==> src/rtl/vga_frame_decoder.sv <==
`default_nettype none
// ============================================================================
// Module      : vga_frame_decoder
// Description : VGA pin-side receiver. Recovers pixel coordinates from the
//               hsync/vsync stream, checks frame timing, locks after a run of
//               clean frames, and decodes the displayed board by sampling one
//               pixel per 8x8 cell. Produces a cell stream plus per-frame
//               live-cell count.
//               Optional macro VGA_DEC_CRC_EN adds a CRC-16-CCITT of each
//               frame's cell stream on frame_crc; without it frame_crc is 0.
// Revision    : 1.0 - initial release
// ============================================================================
module vga_frame_decoder #(
    parameter int H_DISPLAY   = 640,
    parameter int H_FRONT     = 16,
    parameter int H_SYNC      = 96,
    parameter int H_BACK      = 48,
    parameter int V_DISPLAY   = 480,
    parameter int V_FRONT     = 10,
    parameter int V_SYNC      = 2,
    parameter int V_BACK      = 33,
    parameter int SYNC_ACTIVE = 0,
    parameter int LOCK_FRAMES = 2,
    parameter int BOARD_COLS  = 64,
    parameter int BOARD_ROWS  = 32
) (
    input  logic        clk,
    input  logic        rst_n,
    input  logic        hsync,
    input  logic        vsync,
    input  logic [1:0]  r,
    input  logic [1:0]  g,
    input  logic [1:0]  b,
    output logic [9:0]  pix_x,
    output logic [9:0]  pix_y,
    output logic        locked,
    output logic        timing_err,
    output logic [7:0]  err_count,
    output logic        cell_valid,
    output logic [10:0] cell_index,
    output logic        cell_alive,
    output logic        frame_done,
    output logic [11:0] alive_count,
    output logic [15:0] frame_crc
);

    // Board is centred in the visible area; 640x480 gives the 64..575 / 112..367 window.
    localparam logic [9:0] C_H_LAST   = 10'(H_DISPLAY + H_FRONT + H_SYNC + H_BACK - 1);
    localparam logic [9:0] C_V_LAST   = 10'(V_DISPLAY + V_FRONT + V_SYNC + V_BACK - 1);
    localparam logic [9:0] C_HS_X     = 10'(H_DISPLAY + H_FRONT);
    localparam logic [9:0] C_VS_Y     = 10'(V_DISPLAY + V_FRONT);
    localparam logic [9:0] C_HS_WIDTH = 10'(H_SYNC);
    localparam logic [9:0] C_VS_LINES = 10'(V_SYNC);
    localparam logic [9:0] C_WIN_X0   = 10'((H_DISPLAY - 8 * BOARD_COLS) / 2);
    localparam logic [9:0] C_WIN_Y0   = 10'((V_DISPLAY - 8 * BOARD_ROWS) / 2);
    localparam logic [9:0] C_WIN_X1   = 10'((H_DISPLAY - 8 * BOARD_COLS) / 2 + 8 * BOARD_COLS);
    localparam logic [9:0] C_WIN_Y1   = 10'((V_DISPLAY - 8 * BOARD_ROWS) / 2 + 8 * BOARD_ROWS);
    localparam logic [7:0] C_LOCK     = 8'(LOCK_FRAMES);
    localparam logic       C_SYNC_LVL = (SYNC_ACTIVE != 0);

    typedef enum logic [1:0] {
        ST_SEARCH = 2'd0,
        ST_TRACK  = 2'd1,
        ST_LOCKED = 2'd2
    } state_t;

    state_t      r_state;
    logic [7:0]  r_good;
    logic        r_hs_q;
    logic        r_vs_q;
    logic [9:0]  r_x;
    logic [9:0]  r_y;
    logic [9:0]  r_hs_cnt;
    logic [9:0]  r_vs_lines;
    logic [11:0] r_acc;

    logic        w_hs_act, w_vs_act;
    logic        w_hs_rise, w_hs_fall, w_vs_rise, w_vs_fall;
    logic        w_wrap;
    logic [9:0]  w_x_pred, w_y_pred, w_x_new, w_y_new;
    logic [9:0]  w_vs_lines_done;
    logic        w_viol, w_err;
    logic [9:0]  w_cx, w_cy;
    logic        w_in_win, w_sample, w_alive, w_frame_end;
    logic        w_unused;

    // Sync edges are judged between the current pin sample and the previous one.
    assign w_hs_act  = (hsync == C_SYNC_LVL);
    assign w_vs_act  = (vsync == C_SYNC_LVL);
    assign w_hs_rise = w_hs_act & ~r_hs_q;
    assign w_hs_fall = ~w_hs_act & r_hs_q;
    assign w_vs_rise = w_vs_act & ~r_vs_q;
    assign w_vs_fall = ~w_vs_act & r_vs_q;

    // Free-running prediction; sync edges then snap the coordinates back into place.
    assign w_wrap   = (r_x == C_H_LAST);
    assign w_x_pred = w_wrap ? 10'd0 : r_x + 10'd1;
    assign w_y_pred = w_wrap ? ((r_y == C_V_LAST) ? 10'd0 : r_y + 10'd1) : r_y;
    assign w_x_new  = w_hs_rise ? C_HS_X : w_x_pred;
    assign w_y_new  = w_vs_rise ? C_VS_Y : w_y_pred;

    // The deasserting sample is the first of the line after the pulse, so count its wrap too.
    assign w_vs_lines_done = r_vs_lines + {9'd0, w_wrap};

    assign w_viol = (w_hs_rise && (w_x_pred != C_HS_X))
                  || (w_hs_fall && (r_hs_cnt != C_HS_WIDTH))
                  || (w_vs_rise && ((w_y_pred != C_VS_Y) || (w_x_pred != 10'd0)))
                  || (w_vs_fall && (w_vs_lines_done != C_VS_LINES));
    assign w_err  = w_viol && (r_state != ST_SEARCH);

    // Cell coordinates are relative to the window so index 0 is the top-left cell.
    assign w_cx        = w_x_new - C_WIN_X0;
    assign w_cy        = w_y_new - C_WIN_Y0;
    assign w_in_win    = (w_x_new >= C_WIN_X0) && (w_x_new < C_WIN_X1)
                       && (w_y_new >= C_WIN_Y0) && (w_y_new < C_WIN_Y1);
    assign w_sample    = (r_state == ST_LOCKED) && !w_err && w_in_win
                       && (w_cx[2:0] == 3'd3) && (w_cy[2:0] == 3'd3);
    assign w_alive     = (r == 2'b11) && (g == 2'b11);
    assign w_frame_end = (r_state == ST_LOCKED) && w_vs_rise && !w_err;
    assign w_unused    = ^{b, w_cx[9], w_cy[9:8]};

    assign pix_x = r_x;
    assign pix_y = r_y;

    // Coordinate recovery and sync pulse-width measurement.
    always_ff @(posedge clk or negedge rst_n) begin
        if (!rst_n) begin
            r_hs_q     <= 1'b0;
            r_vs_q     <= 1'b0;
            r_x        <= '0;
            r_y        <= '0;
            r_hs_cnt   <= '0;
            r_vs_lines <= '0;
        end else begin
            r_hs_q <= w_hs_act;
            r_vs_q <= w_vs_act;
            r_x    <= w_x_new;
            r_y    <= w_y_new;
            if (w_hs_rise)
                r_hs_cnt <= 10'd1;
            else if (w_hs_act && (r_hs_cnt != 10'h3FF))
                r_hs_cnt <= r_hs_cnt + 10'd1;
            if (w_vs_rise)
                r_vs_lines <= '0;
            else if (w_vs_act && w_wrap && (r_vs_lines != 10'h3FF))
                r_vs_lines <= r_vs_lines + 10'd1;
        end
    end

    // Lock state machine; locked follows the state one cycle later.
    always_ff @(posedge clk or negedge rst_n) begin
        if (!rst_n) begin
            r_state    <= ST_SEARCH;
            r_good     <= '0;
            locked     <= 1'b0;
            timing_err <= 1'b0;
            err_count  <= '0;
        end else begin
            locked     <= (r_state == ST_LOCKED);
            timing_err <= w_err;
            if (w_err) begin
                r_state <= ST_SEARCH;
                if (err_count != 8'hFF)
                    err_count <= err_count + 8'd1;
            end else begin
                case (r_state)
                    ST_SEARCH: begin
                        if (w_vs_rise) begin
                            r_state <= ST_TRACK;
                            r_good  <= '0;
                        end
                    end
                    ST_TRACK: begin
                        if (w_vs_rise) begin
                            r_good <= r_good + 8'd1;
                            if ((r_good + 8'd1) >= C_LOCK)
                                r_state <= ST_LOCKED;
                        end
                    end
                    ST_LOCKED: r_state <= ST_LOCKED;
                    default:   r_state <= ST_SEARCH;
                endcase
            end
        end
    end

    // Cell stream and per-frame live-cell statistics.
    always_ff @(posedge clk or negedge rst_n) begin
        if (!rst_n) begin
            cell_valid  <= 1'b0;
            cell_index  <= '0;
            cell_alive  <= 1'b0;
            frame_done  <= 1'b0;
            alive_count <= '0;
            r_acc       <= '0;
        end else begin
            cell_valid <= w_sample;
            frame_done <= w_frame_end;
            if (w_sample) begin
                cell_index <= {w_cy[7:3], w_cx[8:3]};
                cell_alive <= w_alive;
            end
            if (w_frame_end)
                alive_count <= r_acc;
            if (w_vs_rise || w_err)
                r_acc <= '0;
            else if (w_sample && w_alive)
                r_acc <= r_acc + 12'd1;
        end
    end

`ifdef VGA_DEC_CRC_EN
    logic [15:0] r_crc;
    logic [15:0] w_crc_next;

    assign w_crc_next = {r_crc[14:0], 1'b0} ^ ((r_crc[15] ^ w_alive) ? 16'h1021 : 16'h0000);

    // CRC-16-CCITT over the cell stream, MSB-first, one bit per sampled cell.
    always_ff @(posedge clk or negedge rst_n) begin
        if (!rst_n) begin
            r_crc     <= 16'hFFFF;
            frame_crc <= '0;
        end else begin
            if (w_frame_end)
                frame_crc <= r_crc;
            if (w_vs_rise || w_err)
                r_crc <= 16'hFFFF;
            else if (w_sample)
                r_crc <= w_crc_next;
        end
    end
`else
    assign frame_crc = 16'h0000;
`endif

endmodule
`default_nettype wire

==> config.mk <==
export PLATFORM = sky130hd
export DESIGN_NAME = vga_frame_decoder
export DESIGN_NICKNAME = d
export VERILOG_FILES = /design/src/rtl/vga_frame_decoder.sv
export SDC_FILE = /design/constraint.sdc
export NUM_CORES = 1
export LEC_CHECK = 0
export CORE_MARGIN = 4
export CORE_UTILIZATION = 55
export DETAILED_ROUTE_END_ITERATION = 12
export PLACE_DENSITY = 0.81
export SYNTH_ARGS = -nofsm -noshare
export SYNTH_HDL_FRONTEND = slang
export SYNTH_SLANG_ARGS = --single-unit
==> constraint.sdc <==
create_clock -name clk -period 4.1 [get_ports clk]
set_input_delay 0.82 -clock clk [delete_from_list [all_inputs] [get_ports clk]]
set_output_delay 0.82 -clock clk [all_outputs]
set_load 0.005 [all_outputs]
# Yosys cells after proc, flatten, opt, wreduce, memory -nomap -nowiden
# Index checks and enable logic that the tools add are counted.
# totals
regBits,100
latch_bits,0
ramBits,0
romBits,0
inputBits,10
out_inout_bits,72
word_cells,115
n_memories,0
# classes
n_addsub,10
n_mul,0
div,0
n_lt_le_gt_ge,5
eq_ne,20
shifts,0
n_mux,19
bitwise,9
n_reduce_logical,35
# ops
operator,count
two-way mux 10 bit,9
"adder 10 x 1 -> 10 bit, second input constant",4
"inequality test 10 bit, second input constant",3
two-way mux 12 bit,2
"== test 10 bit, second input constant",2
"greater-or-equal comparator 10 x 7 -> 1 bit, second input constant",2
logical AND 1 bit,19
"adder 8 x 1 -> 8 bit, second input constant",2
two-way mux 8 bit,2
case mux 8 bit (2 select lines),1
"adder 12 x 1 -> 12 bit, second input constant",1
adder 10 x 1 -> 10 bit,1
"< comparator 10 bit, second input constant",1
"< comparator 10 x 9 -> 1 bit, second input constant",1
"inequality test 10 x 2 -> 1 bit, second input constant",1
"inequality test 10 x 7 -> 1 bit, second input constant",1
"inequality test 10 x 9 -> 1 bit, second input constant",1
nonzero test 10 bit,1
nonzero test 2 bit,5
"inequality test 3 bit, second input constant",3
"subtractor 9 x 7 -> 9 bit, second input constant",1
"greater-or-equal comparator 8 x 2 -> 1 bit, second input constant",1
two-way mux 2 bit,4
"inequality test 8 bit, second input constant",1
other kinds (14),29

# Depth between registers and ports, before layout
# Gate-level depths: netlist of the first run.
# logic_depth
depth_word,17
depth_mapped,20
depth_no_buf,16

# Worst setup path before layout of the first run
# OpenSTA, ideal clock, no wires.
# synth_path
kind,register -> register
startpoint,"register r_x[0], in the netlist pix_x[0]"
endpoint,register r_acc[8]
setup_time_ns,0.078
arrival_time_ns,3.636
t_required_ns,4.022
slack_ns,0.386
stages_incl_launch_ff,19
n_path_buf,3
synth_period_minus_slack_ns,3.714
cell_sequence,dfrtp_1 > ha_1 > and3_1 > buf_6 > nand3_4 > inv_2 > buf_2 > ha_1 > ha_1 > inv_1 > or2_1 > xor2_1 > nand4b_1 > o311a_1 > o21bai_2 > nand4b_1 > buf_2 > or4_1 > a21oi_1
# synth_between
elab_chain_len,15
elab_cells_between_ends,39
cone_classes,add/sub (4); order compare (4); eq/ne (6); mux (5); reduce/logical (20)
# synth_rtl
element,line,text
"start, declared",71,logic [9:0] r_x;
"start signal, assigned",137,r_x <= w_x_new;
"parallel branches: the longest is 15 deep, another holds adder 10 x 1 -> 10 bit",n/a,
"end signal, assigned",208,r_acc <= r_acc + 12'd1;
"end, declared",75,logic [11:0] r_acc;
# Several ways; the timed one is not identified.
# A chain may end at the register's enable or synchronous reset.

# Final worst setup path of the first run
# layout_path
startpoint,"register r_x[1], in the netlist pix_x[1]"
endpoint,register r_acc[2]
# The elaborated chain is that of the path after synthesis.

==> results.toml, run 1 <==
[status]
outcome = "finished, final reports clean"

[logic_synthesis]
synthArstFlopShare_pct = 100
dominantRegCellSynth = "dfrtp_1"
synth_warnings = 0
postSynthCellCount = 591
ys_top_cells_by_count = "dfrtp_1 (100), nand2_1 (50), nor2_1 (46)"
ys_top_cells_by_area = "dfrtp_1 (44%), ha_1 (4.2%), xnor2_1 (3.6%)"
synth_area_per_cell_um2 = 9.53
synth_edf_count = 0
synth_top_area_share_pct = 44.4
syn_area_um2 = 5630
ys_seq_area_share_pct = 44.4
yosysUniqueCellTypes = 65
yosysTopAreaCell = "dfrtp_1"
synth_most_common_cell = "dfrtp_1"
synth_seq_cells = 100

[finish]
diodes = 0
syn_to_final_growth_pct = 16.7
n_fill_cell = 761
stdcell_area_um2 = 6570
layout.nets = 685
drive_above_1_share_pct = 10.6
utilization_pct = 66.6
stdcell_count = 794

[grt]
grt.overflow.total = 0
antenna_found_initial = 0
grt_max_degree = 50
grt_pass1_wl_um = 22400
grt_pass1_vias = 4476
grtUsageTotal_pct = 23.8

[timing]
setup_viol_count_final = 0
fmax_mhz = 260
fin_crit_sh_pct = 93.8
finClkSkew_ns = 0.0126
final_max_slew_viol_count = 0
fin_crit_ns = 3.85
finalWorstSetupSlack_ns = 0.254
tightest_slew_ns = 0.832
slew_headroom_pct = 44.2
hold_violations = 0
rsz0062_at_grt = "yes"

[drt]
vias = 4696
wl_um = 13600
viasPerCell = 5.91
drt_iter0_drc = 347
wl_per_cell_um = 17.1
drc = 0
final_antenna_net_count = 0
dr.pass1.iters = 5

[power]
powerDensity_nw_per_um2 = 346
total_power_mw = 2.27
ir_worst_vdd_uv = 361
p_leak_nw = 2.86

[setup_path]
cp-end-kind = "flip-flop"
cp.required_ns = 4.40
worst-path-max-fanout = 13
cp-start-kind = "flip-flop"
critPathKind = "flip-flop to flip-flop"
worstPathArrival_ns = 4.15

[place]
pre_cts_ws_ns = 0.140
place.port_buffers = 63
place_area_um2 = 6370
routabilityCongestion = 0.962
hpwl_um = 9670
dp.cells = 777

[clock_tree]
htree_levels = 3
cts_tree = "built"
cts_buffer_depth = 2
numCtsBuffers = 9
clockRootBuffer = "clkbuf_8"
ctsHoldBuffers = 0
clkTransAtPathRegs_ns = 0.10
clock_latency_ns = 0.39
clkSinkCount = 100

[floorplanning]
core_area_um2 = 9860
die_area_um2 = 11900
start_util_pct = 57.1
ios = 82
rows = 36
die_w_um = 109
die_h_um = 109

[min_path]
worst_hold_path_type = "input pin to asynchronous set/reset pin"

[run]
cap_violations = 0
-- metal layers --
layer  part of all wire, %  global-route usage, %  vias to the layer above  routed length (um)
met4                   2.2                   8.37                        0                 298
met1                    44                   33.1                     2303                5920
met3                   5.7                   5.27                       26                 780
li1                      -                      -                     2215                   -
met5                     0                      0                        -                   0
met2                    49                   36.8                      152                6600
-- metrics by stage --
step                      hold WS [ns]  setup TNS, ns
after CTS                        0.472              0
after floorplan                  0.471              0
final                            0.450              0
after global placement           0.469              0
after detailed placement         0.479              0
after global routing             0.494        -0.0125
-- cells by family after synthesis --
group	count (synthesis)	synth area share, %
fa+ha+maj	19	4.22
xor+xnor	39	6.06
flops	100	44.4
buf+inv	76	6.66
compound gates	104	12.2
other cells	1	0.0666
simple gates	227	21.5
mux	25	4.82
-- what timing repair did --
item / in CTS / in global routing
setup endpoints to repair: 0 / 9
buffers inserted: 0 / 1
resized for setup: 0 / 4
-- final timing paths --
check | from | end | slack [ns] | cells past startpoint
min in group clk | alive_count[5]$_DFFE_PN0P_ | alive_count[5]$_DFFE_PN0P_ | 0.50 | 2
worst max register to register | pix_x[1]$_DFF_PN0_ | r_acc[2]$_DFFE_PN0P_ | 0.25 | 16
max in group asynchronous | rst_n | alive_count[4]$_DFFE_PN0P_ | 2.83 | 2
worst min-delay path | rst_n | r_vs_lines[8]$_DFFE_PN0P_ | 0.45 | 1
worst max-delay path | pix_x[1]$_DFF_PN0_ | r_acc[2]$_DFFE_PN0P_ | 0.25 | 16
worst min register to register | alive_count[5]$_DFFE_PN0P_ | alive_count[5]$_DFFE_PN0P_ | 0.50 | 2
-- critical path, stage by stage, from the launching register on --
cell and delay (ns):
dfrtp_1 0.43, ha_2 0.28, and3_1 0.24, nand3_4 0.08, inv_2 0.16, ha_1 0.18, ha_1 0.13, inv_1 0.07
or2_1 0.26, xor2_1 0.15, nand4b_1 0.13, o311a_1 0.42, o21bai_2 0.15, nand4b_1 0.29, buf_4 0.29, or3_1 0.33
a21oi_1 0.18
-- sequential cells by signal, summed over array words and instances (netlist names) --
| register | flops |
|---|---|
| alive_count | 12 |
| r_acc | 12 |
| cell_index | 11 |
| pix_x | 10 |
| pix_y | 10 |
| r_hs_cnt | 10 |
| r_vs_lines | 10 |
| err_count | 8 |
| r_good | 8 |
| r_state | 2 |
| cell_alive | 1 |
| cell_valid | 1 |
| frame_done | 1 |
| locked | 1 |
| r_hs_q | 1 |
| r_vs_q | 1 |
| timing_err | 1 |
-- power breakdown --
part | switching (mW) | internal (mW) | total, mW
clock | 0.369 | 0.244 | 0.612
sequential | 0.105 | 1.06 | 1.17
combinational | 0.246 | 0.247 | 0.493
-- cell type report --
cell class	count	area, um2	area share (%)
clock inverter	6	47.5	0.723
clock buffer	10	138	2.09
timing repair buffer	83	778	11.8
sequential	100	2500	38.1
inverter	32	120	1.83
tap	133	166	2.53
multi-input combinational	430	2820	42.9
-- cells in the final DEF (no fill, tap or decap), types with 14 or more instances in the layout --
cell / instances
buf_4: 21
nand3_1: 25
a21oi_1: 25
o21ai_0: 28
nand4_1: 24
ha_1: 18
clkdlybuf4s50_1: 62
nand2_1: 50
and3_1: 14
inv_1: 31
xor2_1: 16
dfrtp_1: 99
nor2_1: 45
xnor2_1: 23
conb_1: 16
mux2_2: 17
No activity file was read; power rests on OpenSTA's default activity.
==> run 2, diff against run 1 <==
--- a/config.mk
+++ b/config.mk
@@ -6,9 +6,9 @@
 export NUM_CORES = 1
 export LEC_CHECK = 0
 export CORE_MARGIN = 4
-export CORE_UTILIZATION = 55
+export CORE_UTILIZATION = 50
 export DETAILED_ROUTE_END_ITERATION = 12
-export PLACE_DENSITY = 0.81
+export PLACE_DENSITY = 0.74
 export SYNTH_ARGS = -nofsm -noshare
 export SYNTH_HDL_FRONTEND = slang
 export SYNTH_SLANG_ARGS = --single-unit
==> results.toml, run 2 (synthesized netlist as in run 1, its figures left out) <==
[drt]
wl_per_cell_um = 16.2
viasPerCell = 5.72
drt-met1-wl_um = 5840
vias = 4585
top_layer = "met4"
final_antenna_net_count = 0
wl_um = 13000
dr_wl_met3_um = 696
met2_wirelength_um = 6160
dr.pass1.iters = 5
drc = 0
drt_iter0_drc = 268

[timing]
holdWs_ns = 0.485
rsz0062_at_grt = "no"
final_max_slew_viol_count = 0
setup_tns_ns = 0
slew_headroom_pct = 50.6
fmax_mhz = 266
fin_crit_ns = 3.76
setup_viol_count_final = 0
fin_crit_sh_pct = 91.7
finClkSkew_ns = 0.00865
tightest_slew_ns = 0.737
hold_violations = 0

[setup_path]
cp-start-kind = "flip-flop"
reg2reg_to = "r_acc[9]$_DFFE_PN0P_"
crit_family = "simple AND/OR/NAND/NOR gates"
cp-end-kind = "flip-flop"
r2r_slack_ns = 0.34
cpPeakStageDelay_ns = 0.52
worst-path-max-fanout = 14
crit_path_top_delay_cell = "or4_1"
critPathKind = "flip-flop to flip-flop"
worstPathArrival_ns = 4.03
cp.required_ns = 4.37
crit_chain = "ha_2, and3_1, nand3_4, inv_4, ha_1, ha_1, inv_1, or2_1, xor2_1, nand4b_1, o311a_1, o21bai_2, nand4b_1, buf_4, or4_1, a21oi_1"
reg2regPathDepth = 16
rr_startpoint = "pix_x[1]$_DFF_PN0_"
crit_buf_inv = 3

[clock_tree]
clock_latency_ns = 0.35
htree_levels = 3
clockRootBuffer = "clkbuf_16"
cts_buffer_depth = 2
ctsHoldBuffers = 0
cts_tree = "built"
numCtsBuffers = 9
clkTransAtPathRegs_ns = 0.06
clkSinkCount = 100

[grt]
grt_pass1_wl_um = 22000
grt_max_degree = 62
antenna_found_initial = 0
grt_pass1_vias = 4564
grtUsageTotal_pct = 21.0
grt.overflow.total = 0

[finish]
layout.nets = 687
final_common_cell = "dfrtp_1"
n_fill_cell = 932
reg_top3 = "alive_count x12, r_acc x12, cell_index x11"
layout_common_cells = "dfrtp_1 (99), clkdlybuf4s50_1 (62), nand2_1 (50), nor2_1 (46), inv_1 (31)"
stdcell_count = 802
drive_above_1_share_pct = 9.97
stdcell_area_um2 = 6690
diodes = 0
syn_to_final_growth_pct = 18.8
utilization_pct = 61.2
multi_input_area_um2 = 2810
layout.area.seq_um2 = 2500

[min_path]
hp-start = "cell_alive$_DFFE_PN0P_"
worst_hold_path_type = "flip-flop to flip-flop"
holdPathEnd = "cell_alive$_DFFE_PN0P_"
whs_path_depth = 2

[floorplanning]
core_area_um2 = 10900
die_h_um = 114
start_util_pct = 51.5
ios = 82
die_area_um2 = 13000
die_w_um = 114
rows = 38

[run]
cap_violations = 0

[status]
outcome = "finished, final reports clean"

[power]
p_leak_nw = 2.92
ir_worst_vdd_uv = 285
powerDensity_nw_per_um2 = 372

[place]
routabilityCongestion = 0.895
place_area_um2 = 6380
dp.cells = 784
hpwl_um = 9340
place.port_buffers = 63
run 2: changes by cell type in the layout (fill, tap and decap cells not counted), sizes merged:
| cell | change |
|---|---|
| clkinvlp | -2 |
| buf | +2 |
| bufinv | +1 |
| clkinv | -1 |
| inv | -2 |
| clkbuf | +3 |
run 2: how the worst max path moves through the flow:
stage,cells past startpoint,to,slack (ns),start
floorplan,18,r_acc[8]$_DFFE_PN0P_,0.39,pix_x[0]$_DFF_PN0_
global placement,11,r_acc[9]$_DFFE_PN0P_,0.27,hsync
detailed placement,16,r_acc[8]$_DFFE_PN0P_,0.16,pix_x[0]$_DFF_PN0_
CTS,16,r_acc[9]$_DFFE_PN0P_,0.15,pix_x[0]$_DFF_PN0_
global route,16,r_acc[8]$_DFFE_PN0P_,0.05,pix_x[1]$_DFF_PN0_
finish,16,r_acc[9]$_DFFE_PN0P_,0.34,pix_x[1]$_DFF_PN0_
run 2: what timing repair did:
item / in CTS / in global routing
setup endpoints to repair: 0 / 9
gates resized for setup: 0 / 3
hold endpoints to repair: 0 / 0
setup buffers: 0 / 3
run 2: power breakdown:
group          internal (mW)  switching, mW
Combinational          0.248          0.240
Clock                  0.486          0.346
Sequential              1.07          0.100
Total                   1.80          0.687
run 2: per-layer routing:
| layer | global-route usage [%] | vias up |
|---|---|---|
| met2 | 33.7 | 139 |
| li1 | - | 2215 |
| met3 | 5.34 | 23 |
| met4 | 8.00 | 0 |
| met1 | 27.5 | 2208 |
| met5 | 0 | - |
run 2: tightest hold or removal path: stages (launching register included):
cell     delay (ns)
dfrtp_1        0.34
nand2_1        0.05
nand2_1        0.06
run 2: metrics by stage:
step	power, mW	setup WS (ns)
2_1_floorplan	1.46	0.386
3_3_place_gp	1.65	0.273
3_5_place_dp	1.67	0.159
4_1_cts	2.52	0.154
5_1_grt	2.63	0.0450
6_report	2.49	0.340
run 2: area by class of cell:
cell class	instances	area share, %
sequential	100	37.4
tap	140	2.62
clock inverter	2	0.523
timing repair buffer	85	11.9
inverter	32	1.83
multi-input combinational	430	42.0
clock buffer	13	3.74
==> run 3, diff against run 2 <==
--- a/config.mk
+++ b/config.mk
@@ -9,6 +9,9 @@
 export CORE_UTILIZATION = 50
 export DETAILED_ROUTE_END_ITERATION = 12
 export PLACE_DENSITY = 0.74
+export REMOVE_ABC_BUFFERS = 1
+export SKIP_CTS_REPAIR_TIMING = 1
+export SLEW_MARGIN = 25
 export SYNTH_ARGS = -nofsm -noshare
 export SYNTH_HDL_FRONTEND = slang
 export SYNTH_SLANG_ARGS = --single-unit
==> results.toml, run 3 (synthesized netlist as in run 1, its figures left out) <==
[status]
outcome = "finished, final reports clean"

[run]
cap_violations = 0

[drt]
drc = 0
final_antenna_net_count = 0
wl_um = 13100
vias = 4588
dr.pass1.iters = 5
viasPerCell = 5.74
drt_iter0_drc = 379
wl_per_cell_um = 16.4

[finish]
layout.nets = 683
diodes = 0
drive_above_1_share_pct = 10.0
layout_common_cells = "dfrtp_1 (99), clkdlybuf4s50_1 (62), nand2_1 (50), nor2_1 (46), inv_1 (31)"
final_common_cell = "dfrtp_1"
syn_to_final_growth_pct = 18.5
layout.area.seq_um2 = 2500
stdcell_area_um2 = 6680
reg_top3 = "alive_count x12, r_acc x12, cell_index x11"
multi_input_area_um2 = 2810
n_fill_cell = 903

[place]
place.port_buffers = 63
place_area_um2 = 6380
pre_cts_ws_ns = 0.156
routabilityCongestion = 0.954
hpwl_um = 9340

[clock_tree]
numCtsBuffers = 9
cts_tree = "built"
cts_buffer_depth = 2
clockRootBuffer = "clkbuf_16"
clkSinkCount = 100
clock_latency_ns = 0.36
htree_levels = 3
clkTransAtPathRegs_ns = 0.07

[timing]
final_max_slew_viol_count = 0
finClkSkew_ns = 0.00920
setup_viol_count_final = 0
fin_crit_ns = 3.84
finalWorstSetupSlack_ns = 0.261
fin_crit_sh_pct = 93.6
hold_violations = 0
slew_headroom_pct = 47.5
rsz0062_at_grt = "no"
tightest_slew_ns = 0.783
holdWs_ns = 0.481
fmax_mhz = 260

[setup_path]
cp-start-kind = "flip-flop"
startpoint = "pix_x[1]$_DFF_PN0_"
worstPathArrival_ns = 4.11
cp.required_ns = 4.37
cp-end-kind = "flip-flop"
critPathKind = "flip-flop to flip-flop"
worst-path-max-fanout = 20
rr_startpoint = "pix_x[1]$_DFF_PN0_"

[grt]
grt_max_degree = 80
grt_pass1_wl_um = 22000
grtUsageTotal_pct = 21.2
met3_usage_pct = 5.55
grt_pass1_vias = 4372
antenna_found_initial = 0
grt.overflow.total = 0
grtUsageMet2_pct = 31.4
met1_usage_pct = 29.5
busiest_layer = "met2"

[floorplanning]
die_w_um = 114
ios = 82
die_h_um = 114
rows = 38
start_util_pct = 51.5
core_area_um2 = 10900
die_area_um2 = 13000

[power]
powerDensity_nw_per_um2 = 373
p_leak_nw = 2.91
ir_worst_vdd_uv = 272

[min_path]
worst_hold_path_type = "input pin to asynchronous set/reset pin"
[run 3: changes by cell type in the layout (fill, tap and decap cells not counted)]
| cell | delta |
|---|---|
| inv_6 | +2 |
| inv_2 | +1 |
| clkbuf_1 | -3 |
| buf_6 | +1 |
| buf_12 | +1 |
| inv_4 | -1 |
| bufinv_16 | -1 |
| buf_4 | -6 |
| inv_8 | +1 |
| clkinv_2 | +2 |
[run 3: worst max-delay path, stage by stage, from the launching register on]
cell	delay [ns]
dfrtp_1	0.42
ha_2	0.27
and3_1	0.25
nand3_4	0.09
inv_2	0.16
ha_1	0.19
and4_1	0.27
o21ai_0	0.12
a211oi_1	0.30
o22ai_1	0.14
o311a_1	0.34
o21bai_2	0.16
nand4b_1	0.17
buf_12	0.19
or4_1	0.50
a21oi_1	0.18
[run 3: final cells by class]
class | count | share of cell area (%)
flip-flops and latches | 100 | 37.5
clock buffers | 10 | 3.58
clock inverters | 6 | 0.656
repair buffers | 81 | 11.7
inverters | 32 | 1.80
well taps | 140 | 2.62
multi-input cells | 430 | 42.2
[run 3: report_power, final]
group | internal (mW) | switching [mW] | total [mW] | leakage, nW
sequential | 1.07 | 0.0985 | 1.16 | 1.32
combinational | 0.251 | 0.247 | 0.499 | 1.45
clock | 0.434 | 0.393 | 0.827 | 0.145
[run 3: routing by layer]
| metal | share of wire, % | wire, um | vias to the layer above |
|---|---|---|---|
| met1 | 46 | 6010 | 2211 |
| li1 | - | - | 2201 |
| met4 | 1.9 | 255 | 0 |
| met3 | 6.6 | 868 | 20 |
| met2 | 46 | 6000 | 156 |
| met5 | 0 | 0 | - |
[run 3: final timing paths]
kind / slack, ns / end / cells after the start
max: 0.26 / r_acc[9]$_DFFE_PN0P_ / 15
min in group clk: 0.48 / cell_alive$_DFFE_PN0P_ / 2
max reg2reg: 0.26 / r_acc[9]$_DFFE_PN0P_ / 15
min reg2reg: 0.48 / cell_alive$_DFFE_PN0P_ / 2
min: 0.48 / cell_index[2]$_DFFE_PN0P_ / 1
max in group asynchronous: 2.83 / r_acc[1]$_DFFE_PN0P_ / 2
[run 3: through the flow]
step	power, mW	std cells	util [%]	TNS [ns]
floorplan	1.43	562	-	-0.183
global placement	1.66	783	58.4	0
detailed placement	1.67	783	58.4	0
CTS	2.51	799	61.0	0
global route	2.62	799	61.0	0
finish	2.49	799	61.0	0
